===== config.mk =====
export PLATFORM = sky130hd
export DESIGN_NAME = and16_serial
export DESIGN_NICKNAME = d
export VERILOG_FILES = /design/src/rtl/and16_pkg.sv /design/src/rtl/and16_serial.sv
export SDC_FILE = /design/constraint.sdc
export NUM_CORES = 1
export LEC_CHECK = 0
export CAP_MARGIN = 0
export CORE_MARGIN = 3
export CORE_UTILIZATION = 49
export CTS_CLUSTER_DIAMETER = 30
export DETAILED_ROUTE_END_ITERATION = 8
export PLACE_DENSITY_LB_ADDON = 0.1
export SYNTH_ARGS = -nofsm -noshare
export SYNTH_HDL_FRONTEND = slang
export SYNTH_SLANG_ARGS = --single-unit

===== constraint.sdc =====
create_clock -name clk_i -period 2.7 [get_ports clk_i]
set_clock_uncertainty 0.1 [all_clocks]
set_input_delay 0.27 -clock clk_i [delete_from_list [all_inputs] [get_ports clk_i]]
set_output_delay 0.27 -clock clk_i [all_outputs]
set_load 0.05 [all_outputs]

===== src/rtl/and16_pkg.sv =====
// Shared definitions for the bit-serial AND engine.
// Provides the default operand width, the matching index width and the
// engine state encoding.
package and16_pkg;

  parameter int unsigned WIDTH = 16;
  parameter int unsigned IDXW  = $clog2(WIDTH);

  typedef enum logic [1:0] {
    StIdle,
    StShift,
    StDone
  } and16_state_t;

endpackage


===== src/rtl/and16_serial.sv =====
// Bit-serial bitwise-AND engine.
// Accepts an operand pair on a valid/ready handshake. It then streams
// a[i] & b[i] one bit per accepted beat, LSB first, and reassembles the
// result word for parallel readback.
//
// Ports:
//   clk_i        clock, rising edge
//   rst_ni       synchronous active-low reset
//   a_i, b_i     operands, sampled on the input handshake
//   in_valid_i   producer offers an operand pair
//   in_ready_o   engine is idle and can accept a pair
//   bit_out_o    current result bit (0 when bit_valid_o is low)
//   bit_idx_o    index of bit_out_o (0 when bit_valid_o is low)
//   bit_valid_o  bit_out_o/bit_idx_o are valid
//   bit_ready_i  consumer takes the current bit
//   out_o        assembled result word, held until the next accept
//   out_valid_o  one-cycle pulse when out_o is complete
module and16_serial
  import and16_pkg::*;
#(
  parameter int unsigned Width = WIDTH,
  localparam int unsigned IdxW = $clog2(Width)
) (
  input  logic             clk_i,
  input  logic             rst_ni,
  input  logic [Width-1:0] a_i,
  input  logic [Width-1:0] b_i,
  input  logic             in_valid_i,
  output logic             in_ready_o,
  output logic             bit_out_o,
  output logic [IdxW-1:0]  bit_idx_o,
  output logic             bit_valid_o,
  input  logic             bit_ready_i,
  output logic [Width-1:0] out_o,
  output logic             out_valid_o
);

  localparam logic [IdxW-1:0] LastIdx = IdxW'(Width - 1);

  and16_state_t     state_q;
  logic [Width-1:0] a_q;
  logic [Width-1:0] b_q;
  logic [Width-1:0] out_q;
  logic [IdxW-1:0]  idx_q;
  logic             in_ready_q;
  logic             bit_valid_q;
  logic             out_valid_q;
  logic             bit_sel;

  // Bit select is purely from registered state, so no input reaches an output.
  assign bit_sel = a_q[idx_q] & b_q[idx_q];

  always_ff @(posedge clk_i) begin
    if (!rst_ni) begin
      state_q     <= StIdle;
      a_q         <= '0;
      b_q         <= '0;
      out_q       <= '0;
      idx_q       <= '0;
      in_ready_q  <= 1'b1;
      bit_valid_q <= 1'b0;
      out_valid_q <= 1'b0;
    end else begin
      unique case (state_q)
        StIdle: begin
          if (in_valid_i) begin
            a_q         <= a_i;
            b_q         <= b_i;
            idx_q       <= '0;
            out_q       <= '0;
            state_q     <= StShift;
            in_ready_q  <= 1'b0;
            bit_valid_q <= 1'b1;
          end
        end
        StShift: begin
          if (bit_ready_i) begin
            out_q[idx_q] <= bit_sel;
            if (idx_q == LastIdx) begin
              state_q     <= StDone;
              bit_valid_q <= 1'b0;
              out_valid_q <= 1'b1;
            end else begin
              idx_q <= idx_q + IdxW'(1);
            end
          end
        end
        StDone: begin
          state_q     <= StIdle;
          out_valid_q <= 1'b0;
          in_ready_q  <= 1'b1;
        end
        default: begin
          state_q     <= StIdle;
          in_ready_q  <= 1'b1;
          bit_valid_q <= 1'b0;
          out_valid_q <= 1'b0;
        end
      endcase
    end
  end

  assign in_ready_o  = in_ready_q;
  assign bit_valid_o = bit_valid_q;
  assign bit_out_o   = bit_valid_q & bit_sel;
  assign bit_idx_o   = bit_valid_q ? idx_q : '0;
  assign out_o       = out_q;
  assign out_valid_o = out_valid_q;

endmodule


[Word level (Yosys, flattened, before mapping)]
Cells that the tools add are included.
Word-level totals
  bits in writable memories: 0
  flip-flop bits (word level): 57
  bits of input ports: 36
  memories kept: 0
  latch bits: 0
  ROM bits: 0
  output and inout bits: 24
  word-level logic and storage cells: 61
Cells by class
  muxes and demuxes: 28
  equal/unequal tests: 7
  divide/modulo/power cells: 0
  bitwise gates (word level): 5
  add/subtract/negate cells: 1
  reductions and logical operators: 10
  multiply operators: 0
  $lt $le $gt $ge: 2
  shift operators: 0
Operator list (count)
  $mux 16: 2
  $pmux 16 s2: 1
  $bwmux 16: 1
  $mux 4: 4
  $mux 1: 9
  $reduce_and 3->1: 3
  $bmux 1 s4: 2
  $ne 2x2->1 const B: 4
  $pmux 4 s2: 1
  $reduce_and 4->1: 2
  $mux 2: 3
  $lt 4x5->1 const B: 1
  $add 4x1->4 const B: 1
  $demux 1 s4: 1
  $eq 4x4->1 const B: 1
  $ge 4x1->1 const B: 1
  $pmux 1 s2: 2
  $pmux 2 s2: 1
  $reduce_and 2->1: 2
  $not 1->1: 3
  $pmux 1 s3: 1
  $and 1x1->1: 2
  $eq 2x1->1 const B: 1
  $eq 2x2->1 const B: 1
  3 further kinds: 3

[Logic depth before layout (Yosys ltp)]
Gate-level depths: netlist (run 1).
  depth after elaboration: 7
  depth in mapped cells: 8
  mapped depth without buffers: 6

[Least setup slack after synthesis (run 1)]
OpenSTA, ideal clock, no wires.
  path type: register -> output
  start point: register idx_q[2]
  end point: output port bit_out_o
  data required time: 2330 ps
  arrival time: 1871 ps
  path buffers: 2
  cell stages (with the launch flop): 8
  slack: 459 ps
  cells stage by stage: dfxtp_1 clkbuf_1 and2b_1 a22oi_1 nand2_1 nand2_4 buf_12 nor2_1
On the way
  cells in the longest elaborated chain, start to end: 4
  elaborated cells between the ends (all ways): 6
  classes of those cells: 4 x mux; 2 x bitwise
Ends and longest elaborated chain
  from (decl): RTL line and16_serial.sv:44  | logic [IdxW-1:0] idx_q;
  from (signal assigned): RTL line and16_serial.sv:84  | idx_q <= idx_q + IdxW'(1);
  $bmux 1 s4: RTL line and16_serial.sv:51  | assign bit_sel = a_q[idx_q] & b_q[idx_q];
  $mux 1 (not written as such): RTL line and16_serial.sv:51
  $and 1x1->1 *: RTL line and16_serial.sv:51
  $and 1x1->1 *: RTL line and16_serial.sv:105  | assign bit_out_o = bit_valid_q & bit_sel;
  to (decl): RTL line and16_serial.sv:30  | output logic bit_out_o,
Every way passes the cells marked *; elsewhere a longest branch is shown, timed or not. The select of a mux whose other input is x is not followed.

[Worst setup path in the final report (run 1)]
  start point: register idx_q[0]
  end point: output port bit_out_o
The elaborated chain is that of the path after synthesis.

==> flow_summary.html, run 1 <==
<table>
<tr><th>Metric</th><th>Value</th></tr>
<tr><th colspan="2">Critical path</th></tr>
<tr><td>Critical path cell sequence</td><td>mux4_1, a22oi_1, nand2_1, nand2_4, nor2_1, buf_4</td></tr>
<tr><td>FF-to-FF Start</td><td>idx_q[1]</td></tr>
<tr><td>Largest incremental delay on the critical path</td><td>0.58 ns</td></tr>
<tr><td>Worst setup path category</td><td>register to output port</td></tr>
<tr><td>Critical path data required time</td><td>2.33 ns</td></tr>
<tr><td>Data arrival time of the worst path</td><td>2.15 ns</td></tr>
<tr><td>Startpoint types</td><td>register</td></tr>
<tr><td>Slowest-stage cell, CP</td><td>sky130_fd_sc_hd__mux4_1</td></tr>
<tr><td>Cell count along the critical path</td><td>6</td></tr>
<tr><td>Top cell family by delay on the critical path</td><td>multiplexers</td></tr>
<tr><td>WP buf/inv</td><td>1</td></tr>
<tr><td>Critical Path Source</td><td>idx_q[0]</td></tr>
<tr><td>Type of destination of the critical path</td><td>output port</td></tr>
<tr><td>FF-to-FF path depth</td><td>7</td></tr>
<tr><td>Critical path fanouts, max</td><td>17</td></tr>
<tr><th colspan="2">Pwr</th></tr>
<tr><td>IR Drop Worst-Case VDD</td><td>0.000337 V</td></tr>
<tr><td>Leakage power</td><td>1.21 nW</td></tr>
<tr><td>Total power divided by cell area</td><td>575 nW/um^2</td></tr>
<tr><td>Seq pwr share</td><td>0.478</td></tr>
<tr><td>Cell internal pwr</td><td>1.45 mW</td></tr>
<tr><td>Combinational Power Share</td><td>0.103</td></tr>
<tr><td>Switching part of the total power</td><td>0.230</td></tr>
<tr><td>Clock power frac</td><td>0.418</td></tr>
<tr><td>Net switching component of the power</td><td>433 uW</td></tr>
<tr><th colspan="2">Routing</th></tr>
<tr><td>Drt drc</td><td>0</td></tr>
<tr><td>Routed length per placed instance</td><td>14.4 um</td></tr>
<tr><td>Final ANT Viol Nets</td><td>0</td></tr>
<tr><td>Final wirelength</td><td>5130 um</td></tr>
<tr><td>Via density per instance</td><td>5.51</td></tr>
<tr><td>DR iter-0 viols</td><td>76</td></tr>
<tr><td>Via Count</td><td>1968</td></tr>
<tr><td>1st-pass router iterations</td><td>4</td></tr>
<tr><th colspan="2">Layout</th></tr>
<tr><td>Fin nets</td><td>326</td></tr>
<tr><td>Cell area after layout</td><td>3280 um^2</td></tr>
<tr><td>Diodes inserted</td><td>0</td></tr>
<tr><td>Fraction of layout instances using a drive strength above 1</td><td>0.159</td></tr>
<tr><td>Layout-stage area growth over the synthesis result</td><td>34.0%</td></tr>
<tr><th colspan="2">Global route</th></tr>
<tr><td>Vias in the first global route</td><td>1937</td></tr>
<tr><td>Initial antenna violation count</td><td>0</td></tr>
<tr><td>Wire length of the first global-routing pass</td><td>8610 um</td></tr>
<tr><td>GR Util All Layers</td><td>0.183</td></tr>
<tr><td>Total global routing overflow</td><td>0</td></tr>
<tr><td>Pin count of the biggest net entering global routing</td><td>34</td></tr>
<tr><th colspan="2">Run</th></tr>
<tr><td>Max-cap violations</td><td>0</td></tr>
<tr><th colspan="2">Die</th></tr>
<tr><td>X dimension of the die</td><td>76.6 um</td></tr>
<tr><td>Number of placed I/O pins</td><td>60</td></tr>
<tr><td>Total die area</td><td>5870 um^2</td></tr>
<tr><td>FP Rows</td><td>25</td></tr>
<tr><td>Die height</td><td>76.6 um</td></tr>
<tr><td>Initial Utilization</td><td>0.511</td></tr>
<tr><td>Area of the core</td><td>4790 um^2</td></tr>
<tr><th colspan="2">Run status</th></tr>
<tr><td>Result of the run</td><td>finished clean</td></tr>
<tr><th colspan="2">Synthesis</th></tr>
<tr><td>Count of different cell masters after synthesis</td><td>41</td></tr>
<tr><td>EDFF count, synth</td><td>0</td></tr>
<tr><td>Main flop type after synthesis</td><td>sky130_fd_sc_hd__dfxtp_1</td></tr>
<tr><td>Commonest cells in the netlist</td><td>sky130_fd_sc_hd__dfxtp_1, sky130_fd_sc_hd__a22o_1, sky130_fd_sc_hd__nand3_1</td></tr>
<tr><td>Cell count after synthesis</td><td>229</td></tr>
<tr><td>Most area-hungry cell type in the Yosys netlist</td><td>sky130_fd_sc_hd__dfxtp_1</td></tr>
<tr><td>Top cell type's share of synthesized area</td><td>0.467</td></tr>
<tr><td>Syn Std Cell Area</td><td>2440 um^2</td></tr>
<tr><td>Async set-reset flop share out of synthesis</td><td>0</td></tr>
<tr><td>Synth Net Count</td><td>269</td></tr>
<tr><td>Seq/Total Area, Yosys</td><td>0.467</td></tr>
<tr><td>Synthesized area divided by synthesized cell count</td><td>10.7 um^2</td></tr>
<tr><td>Number of synthesized register bits</td><td>57</td></tr>
<tr><td>Yosys synthesis warning count</td><td>0</td></tr>
<tr><td>Largest cells by area after synthesis</td><td>sky130_fd_sc_hd__dfxtp_1, sky130_fd_sc_hd__a22o_1, sky130_fd_sc_hd__nand3_1</td></tr>
<tr><td>Most frequent cell after synthesis</td><td>sky130_fd_sc_hd__dfxtp_1</td></tr>
<tr><th colspan="2">Timing</th></tr>
<tr><td>Max-slew violations</td><td>0</td></tr>
<tr><td>Final Cycle Share</td><td>0.932</td></tr>
<tr><td>Accumulated negative setup slack</td><td>0 ns</td></tr>
<tr><td>Setup repair after global routing missed its margin</td><td>no</td></tr>
<tr><td>Final-report hold violation count</td><td>0</td></tr>
<tr><td>Max-Slew Margin vs Limit</td><td>0.567</td></tr>
<tr><td>Fmax achieved</td><td>397 MHz</td></tr>
<tr><td>Crit path time final</td><td>2.52 ns</td></tr>
<tr><td>Setup-violating endpoint count in the final report</td><td>0</td></tr>
<tr><td>Slew at the pin closest to its max-slew limit</td><td>0.649 ns</td></tr>
<tr><th colspan="2">Min path</th></tr>
<tr><td>Tightest Hold Check Type</td><td>register to register</td></tr>
<tr><td>Origin of the worst min-delay path</td><td>out_o[2]</td></tr>
<tr><td>Hold Crit Depth</td><td>2</td></tr>
<tr><th colspan="2">Clocking</th></tr>
<tr><td>Worst skew pair latency</td><td>0.33 ns</td></tr>
<tr><td>Number of buffers on the longest clock path</td><td>2</td></tr>
<tr><td>Clock-pin slew on the worst setup and hold paths</td><td>0.07 ns</td></tr>
<tr><td>Clock tree from TritonCTS</td><td>built</td></tr>
<tr><td>CTS H-tree lvls</td><td>3</td></tr>
<tr><td>Buffer type at the clock tree root</td><td>sky130_fd_sc_hd__clkbuf_8</td></tr>
<tr><td>Count of clock tree sinks</td><td>57</td></tr>
<tr><td>Cts hold-fix bufs</td><td>0</td></tr>
<tr><td>Number of clock buffers inserted by TritonCTS</td><td>9</td></tr>
<tr><th colspan="2">Place</th></tr>
<tr><td>Number of buffer cells added on primary ports</td><td>59</td></tr>
<tr><td>Global placer's final weighted congestion</td><td>0.842</td></tr>
<tr><td>Post-DP Area</td><td>3080 um^2</td></tr>
<tr><td>Dpl hpwl</td><td>3710 um</td></tr>
</table>
-- layout by cell type (no fill, tap or decap), types with 3 or more instances in the layout --
master,n
sky130_fd_sc_hd__and2_1,3
sky130_fd_sc_hd__a21oi_1,3
sky130_fd_sc_hd__dfxtp_1,55
sky130_fd_sc_hd__buf_4,5
sky130_fd_sc_hd__clkbuf_8,11
sky130_fd_sc_hd__o41ai_1,3
sky130_fd_sc_hd__nand3_1,29
sky130_fd_sc_hd__o211ai_1,3
sky130_fd_sc_hd__a22o_1,32
sky130_fd_sc_hd__ha_1,4
sky130_fd_sc_hd__clkdlybuf4s50_1,58
sky130_fd_sc_hd__nand2_1,9
sky130_fd_sc_hd__o31ai_1,3
sky130_fd_sc_hd__mux4_2,6
sky130_fd_sc_hd__o31ai_2,9
sky130_fd_sc_hd__nor2_1,14
-- metal layers --
metal / track usage / part of all wire / wire, um
met1: 0.219 / 0.46 / 2350
met2: 0.292 / 0.47 / 2430
met3: 0.0615 / 0.052 / 267
met4: 0.0960 / 0.014 / 73
met5: 0 / 0 / 0
-- registers in the layout, indices dropped and copies added (netlist names) --
register     cells
in_ready_o       1
out_valid_o      1
bit_valid_o      1
out_o           16
a_q             16
state_q          2
b_q             16
idx_q            4
-- cell type report --
class	count	area, um^2
Clock buffer	12	155
Clock inverter	3	40.0
Fill cell	393	1510
Inverter	4	15.0
Multi-Input combinational cell	150	1200
Sequential cell	57	1150
Tap cell	67	83.8
Timing Repair Buffer	64	638
-- kinds of logic after synthesis --
group           count (synthesis)  share of synthesized area
buf+inv                        22                     0.0461
compound gates                 68                      0.242
simple gates                   68                      0.141
fa+ha+maj                       4                     0.0205
xor+xnor                        2                    0.00717
flops                          57                      0.467
mux                             8                     0.0768
-- final timing paths --
kind | slack [ns] | end
setup / recovery | 0.18 | bit_out_o
hold / removal | 0.36 | out_o[2]
setup reg to reg | 0.68 | idx_q[2]
hold reg to reg | 0.36 | out_o[2]
-- through the flow --
stage / instances / setup slack (ns) / hold WS, ns / power [mW] / util
finish: 357 / 0.184 / 0.364 / 1.88 / 0.684
global placement: 342 / 0.343 / 0.352 / 1.11 / 0.643
detailed placement: 342 / 0.258 / 0.358 / 1.11 / 0.643
CTS: 357 / 0.0466 / 0.367 / 1.89 / 0.684
floorplan: 229 / 0.459 / 0.295 / 1.03 / -
global route: 357 / 0.0128 / 0.388 / 1.95 / 0.684
-- what timing repair did --
item                                    4_1_cts  5_1_grt
endpoints found under the setup margin        1        1
endpoints found under the hold margin         0        0
buffers inserted                              0        0
gates resized for setup                       1        2
-- worst register-to-register path: stages (launching register included) --
cell	delay, ns
sky130_fd_sc_hd__dfxtp_2	0.44
sky130_fd_sc_hd__buf_4	0.18
sky130_fd_sc_hd__ha_1	0.26
sky130_fd_sc_hd__nand3_1	0.19
sky130_fd_sc_hd__a31oi_1	0.39
sky130_fd_sc_hd__nor3b_1	0.12
sky130_fd_sc_hd__xnor2_1	0.17
sky130_fd_sc_hd__nor2_1	0.05
-- power groups by stage --
stage / Sequential, mW / Combinational [mW] / Clock, mW
after floorplan: 0.917 / 0.109 / 0
after global placement: 0.921 / 0.192 / 0
after detailed placement: 0.920 / 0.195 / 0
after CTS: 0.902 / 0.195 / 0.798
after global routing: 0.905 / 0.208 / 0.834
final: 0.900 / 0.194 / 0.788
Power figures use the tool's default switching activity.
==> run 2: changes to the inputs <==
PLACE_DENSITY = 0.81   (was unset)
PLACE_DENSITY_LB_ADDON = unset   (was 0.1)
==> run 2 against run 1 <==
Largest power group unchanged. Power shrank 1.3%. Hold slack gained 0.0049 ns. Sequential share of layout area is essentially flat. Largest cell class unchanged.
==> flow_summary.html, run 2 (synthesis results as in run 1) <==
<table>
<tr><th>Metric</th><th>Value</th></tr>
<tr><th colspan="2">Run status</th></tr>
<tr><td>Result of the run</td><td>finished clean</td></tr>
<tr><th colspan="2">Global route</th></tr>
<tr><td>Initial antenna violation count</td><td>0 (unchanged)</td></tr>
<tr><td>Pin count of the biggest net entering global routing</td><td>34 (unchanged)</td></tr>
<tr><td>Total global routing overflow</td><td>0 (unchanged)</td></tr>
<tr><td>Vias in the first global route</td><td>1899 (-2.0%)</td></tr>
<tr><td>Wire length of the first global-routing pass</td><td>8870 um (+3.0%)</td></tr>
<tr><td>GR Util All Layers</td><td>0.190 (+0.00714)</td></tr>
<tr><th colspan="2">Critical path</th></tr>
<tr><td>Critical path data required time</td><td>2.33 ns (about the same)</td></tr>
<tr><td>Startpoint types</td><td>register</td></tr>
<tr><td>Worst setup path category</td><td>register to output port</td></tr>
<tr><td>Critical path fanouts, max</td><td>11 (-6)</td></tr>
<tr><td>Data arrival time of the worst path</td><td>2.18 ns (+0.03 ns)</td></tr>
<tr><td>Type of destination of the critical path</td><td>output port</td></tr>
<tr><th colspan="2">Routing</th></tr>
<tr><td>DR iter-0 viols</td><td>96 (+26%)</td></tr>
<tr><td>Via density per instance</td><td>5.62 (+1.9%)</td></tr>
<tr><td>1st-pass router iterations</td><td>4 (unchanged)</td></tr>
<tr><td>Final wirelength</td><td>5410 um (+5.4%)</td></tr>
<tr><td>Drt drc</td><td>0 (unchanged)</td></tr>
<tr><td>Routed length per placed instance</td><td>15.1 um (+4.8%)</td></tr>
<tr><td>Via Count</td><td>2017 (+2.5%)</td></tr>
<tr><td>Final ANT Viol Nets</td><td>0 (unchanged)</td></tr>
<tr><th colspan="2">Die</th></tr>
<tr><td>Die height</td><td>76.6 um (unchanged)</td></tr>
<tr><td>Number of placed I/O pins</td><td>60 (unchanged)</td></tr>
<tr><td>Area of the core</td><td>4790 um^2 (unchanged)</td></tr>
<tr><td>Initial Utilization</td><td>0.511 (unchanged)</td></tr>
<tr><td>X dimension of the die</td><td>76.6 um (unchanged)</td></tr>
<tr><td>Total die area</td><td>5870 um^2 (unchanged)</td></tr>
<tr><td>FP Rows</td><td>25 (unchanged)</td></tr>
<tr><th colspan="2">Timing</th></tr>
<tr><td>Slew at the pin closest to its max-slew limit</td><td>0.647 ns (-0.00181 ns)</td></tr>
<tr><td>Max-Slew Margin vs Limit</td><td>0.569 (+0.00121)</td></tr>
<tr><td>Worst-case setup margin in the final layout</td><td>0.150 ns (-0.0331 ns)</td></tr>
<tr><td>Setup-violating endpoint count in the final report</td><td>0 (unchanged)</td></tr>
<tr><td>Crit path time final</td><td>2.55 ns (+0.0331 ns)</td></tr>
<tr><td>Max-slew violations</td><td>0 (unchanged)</td></tr>
<tr><td>Setup repair after global routing missed its margin</td><td>no</td></tr>
<tr><td>Accumulated negative setup slack</td><td>0 ns (unchanged)</td></tr>
<tr><td>Final-report hold violation count</td><td>0 (unchanged)</td></tr>
<tr><td>Fmax achieved</td><td>392 MHz (-1.3%)</td></tr>
<tr><td>Final Cycle Share</td><td>0.944 (+0.0123)</td></tr>
<tr><th colspan="2">Clocking</th></tr>
<tr><td>Buffer type at the clock tree root</td><td>sky130_fd_sc_hd__clkbuf_8</td></tr>
<tr><td>Post-CTS setup buffers</td><td>0 (unchanged)</td></tr>
<tr><td>Worst skew pair latency</td><td>0.34 ns (about the same)</td></tr>
<tr><td>Clock-pin slew on the worst setup and hold paths</td><td>0.06 ns (about the same)</td></tr>
<tr><td>Number of clock buffers inserted by TritonCTS</td><td>9 (unchanged)</td></tr>
<tr><td>CTS H-tree lvls</td><td>3 (unchanged)</td></tr>
<tr><td>Count of clock tree sinks</td><td>57 (unchanged)</td></tr>
<tr><td>Clock tree from TritonCTS</td><td>built</td></tr>
<tr><td>Number of buffers on the longest clock path</td><td>2 (unchanged)</td></tr>
<tr><th colspan="2">Layout</th></tr>
<tr><td>Diodes inserted</td><td>0 (unchanged)</td></tr>
<tr><td>Cell area after layout</td><td>3260 um^2 (-0.46%)</td></tr>
<tr><td>Most common cell after layout, fill and taps aside</td><td>sky130_fd_sc_hd__clkdlybuf4s50_1</td></tr>
<tr><td>Fraction of layout instances using a drive strength above 1</td><td>0.154 (-0.00451)</td></tr>
<tr><td>Layout-stage area growth over the synthesis result</td><td>33.4%</td></tr>
<tr><td>Fin nets</td><td>327 (+0.31%)</td></tr>
<tr><td>Most frequent cells in the layout</td><td>sky130_fd_sc_hd__clkdlybuf4s50_1, sky130_fd_sc_hd__dfxtp_1, sky130_fd_sc_hd__a22o_1, sky130_fd_sc_hd__nand3_1, sky130_fd_sc_hd__nor2_1</td></tr>
<tr><th colspan="2">Place</th></tr>
<tr><td>Number of buffer cells added on primary ports</td><td>59 (unchanged)</td></tr>
<tr><td>Post-DP Area</td><td>3070 um^2 (-0.16%)</td></tr>
<tr><td>Dpl hpwl</td><td>3890 um (+4.9%)</td></tr>
<tr><td>Global placer's final weighted congestion</td><td>0.851 (+1.0%)</td></tr>
<tr><td>Setup slack at placement</td><td>0.343 ns (+0.0844 ns)</td></tr>
<tr><th colspan="2">Min path</th></tr>
<tr><td>Tightest Hold Check Type</td><td>register to register</td></tr>
<tr><th colspan="2">Run</th></tr>
<tr><td>Max-cap violations</td><td>0 (unchanged)</td></tr>
<tr><th colspan="2">Pwr</th></tr>
<tr><td>Total power divided by cell area</td><td>570 nW/um^2 (-0.84%)</td></tr>
<tr><td>IR Drop Worst-Case VDD</td><td>0.000430 V (+28%)</td></tr>
<tr><td>Leakage power</td><td>1.21 nW (-0.45%)</td></tr>
</table>
run 2: report_power, final:
group          switching, mW  total, mW  internal [mW]
clock network          0.313      0.762          0.449
logic                 0.0918      0.195          0.103
registers             0.0254      0.901          0.876
run 2: cell type report:
cell class                 instances  area (um^2)
multi-input combinational        150         1200
clock inverter                     3         40.0
sequential                        57         1140
inverter                           4         15.0
tap                               67         83.8
fill                             390         1530
clock buffer                      13          149
timing repair buffer              65          633
run 2: repair_timing:
item,4_1_cts,5_1_grt
hold buffers,0,0
endpoints found under the setup margin,1,0
gates resized for setup,1,0
run 2: worst max-delay path, cell delays in order, from the launching register on:
cell and delay [ns]:
sky130_fd_sc_hd__dfxtp_2 0.46, sky130_fd_sc_hd__buf_4 0.20, sky130_fd_sc_hd__mux4_2 0.50, sky130_fd_sc_hd__a22oi_1 0.16, sky130_fd_sc_hd__nand2_1 0.12, sky130_fd_sc_hd__nand2_4 0.16, sky130_fd_sc_hd__nor2_1 0.06, sky130_fd_sc_hd__buf_4 0.18
run 2: path summary, 6_finish.rpt:
kind	startpoint	to	slack, ns	cells after the start
setup / recovery	idx_q[0]	bit_out_o	0.15	7
hold / removal	out_valid_o	out_valid_o	0.37	2
setup reg to reg	idx_q[0]	out_o[15]	0.58	7
hold reg to reg	out_valid_o	out_valid_o	0.37	2
run 2: per-stage QoR:
stage	utilization	power [mW]	std cells	hold WS [ns]
2_1_floorplan	-	1.03	229	0.295
3_3_place_gp	0.642	1.11	343	0.356
3_5_place_dp	0.642	1.11	343	0.358
4_1_cts	0.681	1.87	359	0.375
5_1_grt	0.681	1.93	359	0.395
6_report	0.681	1.86	359	0.369
run 2: routing by layer:
| layer | GRT usage | up-vias | share of wire | routed length, um |
|---|---|---|---|---|
| met4 | 0.0743 | 0 | 0.0098 | 53 |
| met3 | 0.0780 | 7 | 0.054 | 290 |
| met2 | 0.291 | 60 | 0.48 | 2600 |
| li1 | - | 983 | - | - |
| met1 | 0.240 | 967 | 0.46 | 2460 |
| met5 | 0 | - | 0 | 0 |
